[config.mk]
export PLATFORM = sky130hd
export DESIGN_NAME = qkv_seq_ctrl
export DESIGN_NICKNAME = d
export VERILOG_FILES = /design/src/rtl/qkv_seq_ctrl.sv
export SDC_FILE = /design/constraint.sdc
export NUM_CORES = 1
export LEC_CHECK = 0
export CORE_MARGIN = 4
export CORE_UTILIZATION = 58
export CTS_CLUSTER_DIAMETER = 30
export DETAILED_ROUTE_END_ITERATION = 8
export PLACE_DENSITY = 0.83
export SLEW_MARGIN = 20
export SYNTH_ARGS = -nofsm -noshare
export SYNTH_HDL_FRONTEND = slang
export SYNTH_SLANG_ARGS = --single-unit
[constraint.sdc]
create_clock -name clk -period 7.6 [get_ports clk]
set_clock_uncertainty 0.05 [all_clocks]
set_input_delay 1.14 -clock clk [delete_from_list [all_inputs] [get_ports clk]]
set_output_delay 1.14 -clock clk [all_outputs]
set_load 0.005 [all_outputs]
[src/rtl/qkv_seq_ctrl.sv]
// qkv_seq_ctrl: sequences token reads into the binary QKV engine per weight block, with prime slots,
// tagged result FIFO (4 deep, FWFT) and done pulse. Optional macro QKV_SEQ_PERF_EN adds perf_stall.
`default_nettype none

module qkv_seq_ctrl #(
  parameter int DW     = 16,
  parameter int AW     = 5,
  parameter int TOKENS = 30,
  parameter int BLOCKS = 6
) (
  input  logic          clk,
  input  logic          rst_n,
  input  logic          start,
  input  logic          abort,
  output logic          busy,
  output logic          done,
  output logic          tok_rd_en,
  output logic [AW-1:0] tok_rd_addr,
  input  logic [DW-1:0] tok_rd_data,
  output logic [DW-1:0] qkv_data_in,
  output logic          qkv_in_valid,
  output logic [2:0]    qkv_blk_sel,
  input  logic [DW-1:0] qkv_q,
  input  logic [DW-1:0] qkv_k,
  input  logic [DW-1:0] qkv_v,
  input  logic          qkv_out_valid,
  output logic          out_valid,
  input  logic          out_ready,
  output logic [DW-1:0] out_q,
  output logic [DW-1:0] out_k,
  output logic [DW-1:0] out_v,
  output logic [AW-1:0] out_tok,
  output logic [2:0]    out_blk
`ifdef QKV_SEQ_PERF_EN
  ,
  output logic [15:0]   perf_stall
`endif
);

  localparam logic [AW:0] LAST_TOK = (AW+1)'(TOKENS - 1);
  localparam logic [2:0]  LAST_BLK = 3'(BLOCKS - 1);

  typedef enum logic [2:0] {
    S_IDLE  = 3'd0,
    S_PRIME = 3'd1,
    S_RUN   = 3'd2,
    S_DRAIN = 3'd3,
    S_DONE  = 3'd4
  } state_t;

  typedef struct packed {
    logic [DW-1:0] q;
    logic [DW-1:0] k;
    logic [DW-1:0] v;
    logic [AW-1:0] tok;
    logic [2:0]    blk;
  } entry_t;

  state_t      state, state_nxt;
  logic [2:0]  blk, blk_nxt;
  logic [AW:0] tok_idx, tok_idx_nxt;
  logic [2:0]  blk_sel;

  // Pipeline slot tags: S2 = engine input cycle, S3 = engine result cycle.
  logic          s2_vld, s2_dis, s3_vld, s3_dis;
  logic [AW-1:0] s2_tok, s3_tok;
  logic [2:0]    s2_blk, s3_blk;

  entry_t     mem [4];
  logic [1:0] wr_ptr, rd_ptr;
  logic [2:0] count;

  logic       s2_real, s3_real;
  logic [1:0] inflight;
  logic [3:0] occupancy;
  logic       credit_ok, issue, prime_slot, push, pop;

  always_comb begin
    s2_real    = s2_vld && !s2_dis;
    s3_real    = s3_vld && !s3_dis;
    inflight   = 2'(s2_real) + 2'(s3_real);
    occupancy  = {1'b0, count} + {2'b00, inflight};
    credit_ok  = occupancy < 4'd4;
    issue      = (state == S_RUN) && credit_ok;
    prime_slot = (state == S_PRIME);
    push       = s3_real && qkv_out_valid;
    pop        = (count != 3'd0) && out_ready;
  end

  always_comb begin
    state_nxt   = state;
    blk_nxt     = blk;
    tok_idx_nxt = tok_idx;
    case (state)
      S_IDLE: begin
        if (start) begin
          state_nxt   = S_PRIME;
          blk_nxt     = 3'd0;
          tok_idx_nxt = '0;
        end
      end
      S_PRIME: state_nxt = S_RUN;
      S_RUN: begin
        if (issue) begin
          if (tok_idx == LAST_TOK) begin
            tok_idx_nxt = '0;
            if (blk == LAST_BLK) begin
              state_nxt = S_DRAIN;
            end else begin
              state_nxt = S_PRIME;
              blk_nxt   = blk + 3'd1;
            end
          end else begin
            tok_idx_nxt = tok_idx + {{AW{1'b0}}, 1'b1};
          end
        end
      end
      S_DRAIN: begin
        if (inflight == 2'd0 && count == 3'd0) state_nxt = S_DONE;
      end
      S_DONE:  state_nxt = S_IDLE;
      default: state_nxt = S_IDLE;
    endcase
    if (abort) state_nxt = S_IDLE;
  end

  always_ff @(posedge clk) begin
    if (!rst_n) begin
      state   <= S_IDLE;
      blk     <= 3'd0;
      tok_idx <= '0;
      blk_sel <= 3'd0;
      s2_vld  <= 1'b0;
      s2_dis  <= 1'b0;
      s2_tok  <= '0;
      s2_blk  <= 3'd0;
      s3_vld  <= 1'b0;
      s3_dis  <= 1'b0;
      s3_tok  <= '0;
      s3_blk  <= 3'd0;
      wr_ptr  <= 2'd0;
      rd_ptr  <= 2'd0;
      count   <= 3'd0;
    end else begin
      state   <= state_nxt;
      blk     <= blk_nxt;
      tok_idx <= tok_idx_nxt;
      // Block select is presented alongside the slot in S2 and held otherwise.
      if (issue || prime_slot) blk_sel <= blk;
      if (abort) begin
        s2_vld <= 1'b0;
        s3_vld <= 1'b0;
        wr_ptr <= 2'd0;
        rd_ptr <= 2'd0;
        count  <= 3'd0;
      end else begin
        s2_vld <= issue || prime_slot;
        s2_dis <= prime_slot;
        s2_tok <= tok_idx[AW-1:0];
        s2_blk <= blk;
        s3_vld <= s2_vld;
        s3_dis <= s2_dis;
        s3_tok <= s2_tok;
        s3_blk <= s2_blk;
        if (push) begin
          mem[wr_ptr] <= '{q: qkv_q, k: qkv_k, v: qkv_v, tok: s3_tok, blk: s3_blk};
          wr_ptr      <= wr_ptr + 2'd1;
        end
        if (pop) rd_ptr <= rd_ptr + 2'd1;
        count <= count + {2'b00, push} - {2'b00, pop};
      end
    end
  end

`ifdef QKV_SEQ_PERF_EN
  always_ff @(posedge clk) begin
    if (!rst_n) begin
      perf_stall <= 16'd0;
    end else if (state == S_IDLE && start && !abort) begin
      perf_stall <= 16'd0;
    end else if (state == S_RUN && !credit_ok && perf_stall != 16'hFFFF) begin
      perf_stall <= perf_stall + 16'd1;
    end
  end
`endif

  // Head fields are gated so an empty FIFO presents all-zero outputs.
  always_comb begin
    busy         = (state != S_IDLE);
    done         = (state == S_DONE);
    tok_rd_en    = issue;
    tok_rd_addr  = issue ? tok_idx[AW-1:0] : '0;
    qkv_in_valid = s2_vld;
    qkv_data_in  = s2_real ? tok_rd_data : '0;
    qkv_blk_sel  = blk_sel;
    out_valid    = (count != 3'd0);
    out_q        = out_valid ? mem[rd_ptr].q   : '0;
    out_k        = out_valid ? mem[rd_ptr].k   : '0;
    out_v        = out_valid ? mem[rd_ptr].v   : '0;
    out_tok      = out_valid ? mem[rd_ptr].tok : '0;
    out_blk      = out_valid ? mem[rd_ptr].blk : '0;
  end

endmodule

`default_nettype wire

==> flow_summary_export.csv <==
group,metric,value,unit
status,outcome,"completed",
cts,h-tree-depth,2,
placement,gp_congestion,0.8367,
worst_setup_path,cp-end-kind,"output port",
cells_and_area,syn2layout_area_growth,28.69,%
die,io_pins,155,
cells_and_area,final_cell_mix,"edfxtp_1, clkdlybuf4s50_1, and2_1, mux4_2, dfxtp_1",
cells_and_area,fillers,986,
detailed_routing,remaining_drc_errors,0,
worst_setup_path,cp_common_cell,"and2_1",
cts,cts_hold_buffers,0,
worst_setup_path,start_kind,"flip-flop",
cts,cts_sinks,268,
synthesis,ys_warn_count,0,
worst_setup_path,crit_slowest_cell,"nor2b_2",
synthesis,ys_ff_latch,268,
synthesis,synth-edff-count,224,
global_route,track_usage,0.2220,
cells_and_area,drive_gt1_frac,0.1806,
cells_and_area,utilization,0.7591,
global_route,antenna_found_initial,1,
timing,setup_viol,0,
cts,cts_tree,"yes",
global_route,grt_pass1_wl,34.81,mm
synthesis,async_flop_share,0,
timing,max-slew-margin-rel,0.3050,
worst_setup_path,cp_cell_sequence,"nor2b_2 > and2_1 > ha_1 > and2_1 > a211oi_2 > and2_1 > clkdlybuf4s50_1",
detailed_routing,avgViaCountPerCell,5.757,
timing,tns,0,ns
global_route,overflow,0,
synthesis,synthesis.nets,685,
cts,cts.clk_slew.worst_paths,0.05,ns
cells_and_area,multi_input_area,2855,um^2
cts,cts-resized-gates,0,
hold_path,hold_class,"flip-flop to flip-flop",
worst_setup_path,slowest_delay,0.55,ns
timing,timing.fmax,230.6,MHz
timing,fin_crit_sh,0.5707,
detailed_routing,drt-initial-drc-count,388,
synthesis,avgSynthCellArea,17.63,um^2
global_route,grt_max_degree,60,
die,die_area,20560,um^2
synthesis,yosysSeqAreaShare,0.7155,
detailed_routing,routedWlPerCell,21.54,um
power,peakVddDrop,204.9,uV
timing,grt_setup_unrepaired,"no",
synthesis,netlist_instances,603,
detailed_routing,route.vias.total,5941,
cells_and_area,regArea,7612,um^2
worst_setup_path,crit_fanout,20,
worst_setup_path,arrival,3.15,ns
worst_setup_path,crit_type,"flip-flop to output port",
cells_and_area,nets,856,
global_route,grt_pass1_vias,6448,
cts,cts_buffers,38,
flow_run,maxCapViolCount,0,
timing,holdWs,0.3882,ns
cts,clk_latency,0.50,ns
timing,finalMaxSlewViolations,0,
detailed_routing,ant_nets,0,
timing,min_period,4.337,ns
cells_and_area,layout_commonest_cell,"edfxtp_1",
cts,clockBufferDepth,3,
timing,final_hold_viol_count,0,
die,coreArea,18020,um^2
worst_setup_path,critPathTopFamily,"simple AND/OR/NAND/NOR gates",
die,die_h,143.4,um
die,die_w,143.4,um
cts,postCtsSetupBuffers,0,
power,leakage,0.004524,uW
detailed_routing,dr.pass1.iters,5,
die,start_util,0.5899,
placement,dp_hpwl,12.30,mm
cells_and_area,diodes,0,
detailed_routing,routed_wl,22.23,mm
die,placementRows,49,
synthesis,synth_cell_types,45,
synthesis,synthFlopType,"edfxtp_1",
timing,worst_pin_slew,1.039,ns
power,power_density,246.0,nW/um^2
synthesis,post_synth_instance_area,10630,um^2
placement,portBuffers,154,
cts,root_buffer,"clkbuf_16",
worst_setup_path,cp.buffers_inverters,1,
worst_setup_path,worstPathRequired,6.41,ns
-- worst register-to-register path, delay by kind of cell (launching register included) --
kind,cells,cell delay (ns)
DFF,1,0.34
buffers and inverters,1,0.05
adders and majority gates,3,0.85
xor gates and xnor gates,2,0.31
and+or+nand+nor,3,1.38
-- state kept, by name, summed over array words and instances, names as in the netlist, 3 cells and up, named ones only --
register	flops
blk	3
count	3
mem	224
qkv_blk_sel	3
s2_blk	3
s2_tok	5
s3_blk	3
s3_tok	5
state	3
tok_idx	6
-- logic make-up (layout without fill, tap and decap cells) --
logic type	count (synthesis)	count (layout)	share of synthesized area
AO/OA/AOI/OAI	31	31	0.02212
flip-flops	268	268	0.7155
buffers and inverters	44	244	0.01683
adder cells (fa/ha/maj)	12	12	0.01483
AND/OR/NAND/NOR	163	163	0.08567
XOR/XNOR	7	7	0.005766
multiplexers	78	78	0.1393
-- worst paths after layout --
check,from,endpoint,slack (ns),depth (start not counted)
worst max-delay path,qkv_in_valid,tok_rd_addr[1],3.26,7
worst min-delay path,qkv_in_valid,s3_vld,0.39,2
worst max register to register,count[1],count[2],4.49,9
worst min register to register,qkv_in_valid,s3_vld,0.39,2
-- cell usage after synthesis (3+ instances only) --
cell,instances,area share
edfxtp_1,224,0.63
and2_1,84,0.049
mux4_2,56,0.12
dfxtp_1,44,0.083
nor2_1,35,0.012
clkbuf_1,23,0.0081
mux2i_1,22,0.021
inv_1,13,0.0046
nand2_1,13,0.0046
ha_1,11,0.013
a21oi_1,10,0.0047
or3_1,7,0.0041
buf_2,5,0.0024
xnor2_1,5,0.0041
o21ai_0,4,0.0019
nand2b_1,3,0.0018
nand3_1,3,0.0014
nor2b_1,3,0.0018
nor3_1,3,0.0014
nor4_1,3,0.0018
-- power breakdown --
group | internal, uW | switching (uW) | leakage, uW | total [uW]
sequential | 1590 | 1.67 | 0.00234 | 1590
combinational | 47.1 | 35.5 | 0.00157 | 82.6
clock | 1040 | 651 | 0.000614 | 1690
total | 2680 | 688 | 0.00452 | 3370
-- final cells by class --
class	instances	share of cell area
clock inverter	28	0.01893
timing repair buffer	161	0.1180
sequential	268	0.5563
multi-input combinational	291	0.2087
inverter	14	0.003841
tap	229	0.02094
clock buffer	41	0.07334
-- per-stage QoR --
stage | power (uW) | setup WS, ns | area (um^2) | cells
final | 3366 | 3.263 | 13680 | 1032
after floorplan | 1644 | 4.111 | 10630 | 603
after global routing | 3473 | 2.995 | 13680 | 1032
after detailed placement | 1701 | 3.259 | 12420 | 963
after global placement | 1698 | 3.380 | 12390 | 962
after CTS | 3393 | 2.892 | 13680 | 1032
-- per-layer routing --
layer  vias to the layer above  share of wire  global-route usage
li1                       2665              -                   -
met1                      2958           0.38              0.2829
met2                       267           0.52              0.3776
met3                        49          0.066             0.04659
met4                         2          0.031             0.08722
met5                         -        0.00063                   0
No activity file was read; power rests on OpenSTA's default activity.
